### src/rtl/cache_pkg.sv
// Shared widths, FSM state type and address-field helpers for the
// direct-mapped write-through cache controller.
package cache_pkg;

   localparam int DATA_W  = 32;
   localparam int INDEX_W = 5;
   localparam int TAG_W   = 6;
   localparam int WORD_W  = 3;
   localparam int ADDR_W  = TAG_W + INDEX_W + WORD_W + 2;
   localparam int CNT_W   = 16;

   typedef enum logic [1:0] {
      IDLE      = 2'd0,
      COMPARE   = 2'd1,
      REFILL    = 2'd2,
      WRITE_MEM = 2'd3
   } state_t;

   // Byte address layout: {tag, index, word, byte[1:0]}
   function automatic logic [TAG_W-1:0] get_tag(input logic [ADDR_W-1:0] addr);
      return addr[ADDR_W-1 -: TAG_W];
   endfunction

   function automatic logic [INDEX_W-1:0] get_index(input logic [ADDR_W-1:0] addr);
      return addr[WORD_W+2 +: INDEX_W];
   endfunction

   function automatic logic [WORD_W-1:0] get_word(input logic [ADDR_W-1:0] addr);
      return addr[2 +: WORD_W];
   endfunction

endpackage

### src/rtl/cache_ctrl.sv
// Direct-mapped, write-through, no-write-allocate cache controller driving an
// external storage array (async tag/valid/data read) and a word memory port.
module cache_ctrl
   import cache_pkg::*;
(
   input  logic              clk,
   input  logic              rst,
   input  logic              cpu_req,
   input  logic              cpu_we,
   input  logic [ADDR_W-1:0] cpu_addr,
   input  logic [DATA_W-1:0] cpu_wdata,
   output logic [DATA_W-1:0] cpu_rdata,
   output logic              cpu_ready,
   output logic              mem_req,
   output logic              mem_we,
   output logic [ADDR_W-1:0] mem_addr,
   output logic [DATA_W-1:0] mem_wdata,
   input  logic [DATA_W-1:0] mem_rdata,
   input  logic              mem_ack,
   output logic [INDEX_W-1:0] st_index,
   output logic [WORD_W-1:0] st_word,
   output logic              st_we_data,
   output logic              st_we_tag,
   output logic [TAG_W-1:0]  st_tag,
   output logic [DATA_W-1:0] st_wdata,
   input  logic [TAG_W-1:0]  st_tag_q,
   input  logic              st_valid_q,
   input  logic [DATA_W-1:0] st_data_q,
   output logic [CNT_W-1:0]  hit_cnt,
   output logic [CNT_W-1:0]  miss_cnt
);

   state_t              state_reg;
   logic                req_we_reg;
   logic [ADDR_W-1:0]   req_addr_reg;
   logic [DATA_W-1:0]   req_wdata_reg;
   logic [WORD_W-1:0]   k_reg;
   logic                refilled_reg;
   logic                hit;
   logic                last_word;
   logic                unused_addr_bits;

   assign hit              = st_valid_q && (st_tag_q == get_tag(req_addr_reg));
   assign last_word        = &k_reg;
   assign unused_addr_bits = ^req_addr_reg[1:0];

   always_ff @(posedge clk or posedge rst) begin
      if (rst) begin
         state_reg     <= IDLE;
         req_we_reg    <= 1'b0;
         req_addr_reg  <= '0;
         req_wdata_reg <= '0;
         k_reg         <= '0;
         refilled_reg  <= 1'b0;
         hit_cnt       <= '0;
         miss_cnt      <= '0;
      end else begin
         case (state_reg)
            IDLE: begin
               if (cpu_req) begin
                  req_we_reg    <= cpu_we;
                  req_addr_reg  <= cpu_addr;
                  req_wdata_reg <= cpu_wdata;
                  state_reg     <= COMPARE;
               end
            end
            COMPARE: begin
               refilled_reg <= 1'b0;
               if (hit) begin
                  // The hit that completes a refilled load was already counted as a miss
                  if (!refilled_reg && hit_cnt != '1)
                     hit_cnt <= hit_cnt + CNT_W'(1);
                  state_reg <= req_we_reg ? WRITE_MEM : IDLE;
               end else begin
                  if (miss_cnt != '1)
                     miss_cnt <= miss_cnt + CNT_W'(1);
                  if (req_we_reg) begin
                     state_reg <= WRITE_MEM;
                  end else begin
                     k_reg     <= '0;
                     state_reg <= REFILL;
                  end
               end
            end
            REFILL: begin
               if (mem_ack) begin
                  k_reg <= k_reg + WORD_W'(1);
                  if (last_word) begin
                     refilled_reg <= 1'b1;
                     state_reg    <= COMPARE;
                  end
               end
            end
            WRITE_MEM: begin
               if (mem_ack)
                  state_reg <= IDLE;
            end
            default: state_reg <= IDLE;
         endcase
      end
   end

   always_comb begin
      cpu_rdata  = '0;
      cpu_ready  = 1'b0;
      mem_req    = 1'b0;
      mem_we     = 1'b0;
      mem_addr   = '0;
      mem_wdata  = '0;
      st_we_data = 1'b0;
      st_we_tag  = 1'b0;
      st_tag     = '0;
      st_wdata   = '0;
      st_index   = get_index(req_addr_reg);
      st_word    = get_word(req_addr_reg);
      case (state_reg)
         IDLE: begin
            // Look up with the live address so the tag is ready in COMPARE
            st_index = get_index(cpu_addr);
            st_word  = get_word(cpu_addr);
         end
         COMPARE: begin
            if (hit) begin
               if (req_we_reg) begin
                  st_we_data = 1'b1;
                  st_wdata   = req_wdata_reg;
               end else begin
                  cpu_ready = 1'b1;
                  cpu_rdata = st_data_q;
               end
            end
         end
         REFILL: begin
            mem_req  = 1'b1;
            mem_addr = {get_tag(req_addr_reg), get_index(req_addr_reg), k_reg, 2'b00};
            st_word  = k_reg;
            st_tag   = get_tag(req_addr_reg);
            if (mem_ack) begin
               st_we_data = 1'b1;
               st_wdata   = mem_rdata;
               st_we_tag  = last_word;
            end
         end
         WRITE_MEM: begin
            mem_req   = 1'b1;
            mem_we    = 1'b1;
            mem_addr  = {get_tag(req_addr_reg), get_index(req_addr_reg),
                         get_word(req_addr_reg), 2'b00};
            mem_wdata = req_wdata_reg;
            cpu_ready = mem_ack;
         end
         default: ;
      endcase
   end

endmodule

### config.mk
export PLATFORM = sky130hd
export DESIGN_NAME = cache_ctrl
export DESIGN_NICKNAME = d
export VERILOG_FILES = /design/src/rtl/cache_pkg.sv /design/src/rtl/cache_ctrl.sv
export SDC_FILE = /design/constraint.sdc
export NUM_CORES = 1
export LEC_CHECK = 0
export CAP_MARGIN = 40
export CORE_UTILIZATION = 27
export DETAILED_ROUTE_END_ITERATION = 10
export PLACE_DENSITY_LB_ADDON = 0.15
export SLEW_MARGIN = 20
export SYNTH_ARGS = -nofsm -noshare
export SYNTH_HDL_FRONTEND = slang
export SYNTH_SLANG_ARGS = --single-unit
export TNS_END_PERCENT = 5
### constraint.sdc
create_clock -name clk -period 3.1 [get_ports clk]
set_input_delay 0.465 -clock clk [delete_from_list [all_inputs] [get_ports clk]]
set_output_delay 0.465 -clock clk [all_outputs]
set_load 0.02 [all_outputs]
==> metrics.md <==
| Metric | Value |
|---|---|
| Startpoint types | input pin |
| Cell mode on critical path | clkdlybuf4s50_1 |
| Achievable Freq | roughly 340 MHz |
| Count of input and output buffers | 282 |
| Crit Path Class | in2out |
| Width of the die | 138 um |
| Max Root-Sink Buffers | 2 |
| Critical Path Fanout Max | 33 |
| Vias in the first global route | approximately 4900 |
| Pin count of the biggest net entering global routing | 54 |
| IO Pins | around 290 |
| Critical path's slowest cell | clkdlybuf4s50_1 |
| CTS sink cnt | 85 |
| Final Cycle Share | between 90 and 100% |
| Core area | around 18000 um^2 |
| Clock Latency Late Sink | about 340 ps |
| Bufs and invs on worst path | 3 |
| Slew HR | approximately 57% |
| Failing checks | design-rule violations |
| Initial drt markers | roughly 140 |
| IR Drop Worst-Case VDD | 0.291 mV |
| Initial antenna violation count | 1 |
| Worst-path clk slew | ~60 ps |
| Area of the mapped netlist | between 5000 and 6000 um^2 |
| Status | complete, but fails checks |
| Max cap viols | 0 |
| Hold Crit Depth | 1 |
| Top_reg_cell synth | dfrtp_1 |
| Final core utilization | approximately 47% |
| Cts bufs inserted | 9 |
| Via count | about 4700 |
| Vias per cell | 4.71 |
| Worst Hold Class | reg2reg |
| Seq/Total Area, Yosys | a little over two fifths |
| Worst setup EP type | output port |
| DR top layer | met5 |
| Fin crit period | 2970 ps |
| Final ANT Viol Nets | 0 |
| Antenna Cells | 0 |
| Clock share of power | between 10% and 20% |
| Layout area overhead | 68.1% |
| Max reg flops | 32 |
| Fillers | ~1700 |
| Pre-antenna DRT Iters | 7 |
| Die ar. | around 19000 um^2 |
| Wire per inst | between 15 and 20 um |
| CP Cell Sequence | clkdlybuf4s50_1 -> xnor2_1 -> nand4_2 -> nor3_4 -> buf_12 -> o21a_1 -> clkdlybuf4s50_1 |
| Grt total ovfl | 0 |
| Yosys warnings | 0 |
| Worst-Margin Slew | 647 ps |
| RSZ-0062 raised after global routing | false |
| Most common cell after layout, fill and taps aside | clkdlybuf4s50_1 |
| Metal-1 WL | around 6900 um |
| Crit path required time | 2630 ps |
| Netlist cell types | about 50 |
| Sequential Power Share | between 30% and 40% |
| H-tree depth | 3 |
| Critical path depth | 7 |
| Sw frac | 38.6% |
| R2R cell count | 5 |
| Flop and latch count out of synthesis | 85 |
| Final instance area | about 8400 um^2 |
| Post-route DRC violation count | 13 |
| EDFF count, synth | 0 |
| CTS tree | yes |
| # setup viols final | 0 |
| Initial Util | approximately 28% |
| Max Slew Vio Count | 0 |
| Total routed wirelength | between 15000 and 20000 um |
| Post-Synthesis Cells | 489 |
| Final hold viol count | 0 |
| Setup skew after layout | 6.14 ps |
| Nets | roughly 900 |
| Commonest cells after routing, fill and taps aside | clkdlybuf4s50_1 (217), dfrtp_1 (85), and2_1 (72), mux2_2 (56), dlygate4sd2_1 (54) |
| Metal3 WL | about 1100 um |
| Asr flop ratio synth | between 90% and 100% |
| Largest delay share family, worst path | buffers and inverters |
| First-pass GRT wire length | 26700 um |
| RePlAce Congestion | roughly 0.85 |
| Pint | about 0.0038 W |
| Mean Syn Cell Area | 10.3 um^2 |
| P_sw | roughly 0.0024 W |
| Root Driver | clkbuf_16 |
| Die H | between 100 and 150 um |
| Post-DP HPWL | 12700 um |
| Power per cell area | 729 nW/um^2 |
| Total track usage | between 10% and 20% |
| Post-placement cell area | 8180 um^2 |
| Leak | 3.85 nW |
| Fraction of layout cells with a size suffix above 1 | 13.2% |
| Row cnt | 49 |
| Worst path arrival time | ~2500 ps |
| Met2 WL | between 8000 and 9000 um |
| Crit path largest cell delay | roughly 590 ps |
| Gate power share | approximately half |
## power by group through the flow
stage	registers (W)	clock network (W)	logic, W
after floorplan	0.00180	0	0.00186
after global placement	0.00185	0	0.00322
after detailed placement	0.00187	0	0.00326
after CTS	0.00186	0.00115	0.00326
after global routing	0.00192	0.00119	0.00344
final	0.00186	0.00111	0.00320
## routing by layer
metal	global-route usage (%)	up-vias
li1	-	2240
met2	30.5	165
met3	5.09	24
met1	21.1	2274
met4	6.68	2
met5	0	-
## worst register-to-register path: cells and delay by family, from the launching register on
family | cells | cell delay, ps
muxes | 1 | 310
DFF | 1 | 400
buffers and inverters | 2 | 430
adders and majority gates | 1 | 480
and+or+nand+nor | 1 | 410
## through the flow
stage	setup WS, ps	instances	total power, W	TNS [ps]	hold WS (ps)
final	131	999	0.00616	0	502
after global routing	4.88	999	0.00654	0	525
after CTS	0.988	999	0.00627	0	508
after detailed placement	-102	983	0.00513	-2960	495
after global placement	-136	983	0.00507	-3820	476
after floorplan	442	490	0.00366	0	490
## logic make-up after synthesis
family | Yosys count | synth area share, %
simple gates | 206 | 25.0
flops | 85 | 42.3
mux | 59 | 13.2
compound gates | 55 | 8.17
buf+inv | 43 | 3.58
xor+xnor | 32 | 5.58
fa+ha+maj | 8 | 1.99
other cells | 1 | 0.0746
## worst paths after layout
kind	slack, ps	from	to
worst min-delay path	500	hit_cnt[6]	hit_cnt[6]
worst max register to register	960	state_reg[0]	req_addr_reg[7]
worst min register to register	500	hit_cnt[6]	hit_cnt[6]
min in group asynchronous	580	rst	req_wdata_reg[24]
max in group asynchronous	1820	rst	req_addr_reg[4]
worst max-delay path	130	st_tag_q[5]	st_we_data
## cell usage after synthesis, drive strengths merged, types with 2 or more instances
library cell | instances | share of area (%)
nor2b | 45 | 5.6
or2 | 2 | 0.30
nor4 | 3 | 0.67
nand2 | 20 | 1.5
and2 | 72 | 9.0
and4 | 2 | 0.35
xnor2 | 18 | 3.1
nor3 | 10 | 1.3
a22o | 3 | 0.52
mux2i | 2 | 0.40
nand4 | 11 | 1.5
o211ai | 2 | 0.30
dfrtp | 85 | 42
o21ai | 6 | 0.60
inv | 10 | 0.75
a22oi | 35 | 5.2
nor3b | 2 | 0.30
nand2b | 2 | 0.25
ha | 8 | 2.0
nor4b | 3 | 0.65
clkbuf | 24 | 1.9
buf | 9 | 0.97
nor2 | 10 | 0.75
a21oi | 3 | 0.30
mux2 | 57 | 13
xor2 | 14 | 2.4
nand3 | 13 | 1.3
and3 | 8 | 1.0
## layout make-up
type,count,area [um^2],share of cell area [%]
Timing Repair Buffer,297,2960,35.0
Inverter,10,38.8,0.459
Clock inverter,7,72.6,0.859
Clock buffer,9,225,2.67
Sequential cell,85,2130,25.2
Multi-Input combinational cell,362,2740,32.4
Tap cell,229,287,3.39
## timing repair
action	CTS	global route
hold endpoints to repair	0	0
hold buffers	0	0
gates resized for setup	56	11
setup buffers	0	0
setup endpoints to repair	77	11
Note: power is estimated with default switching activity, not from simulation.
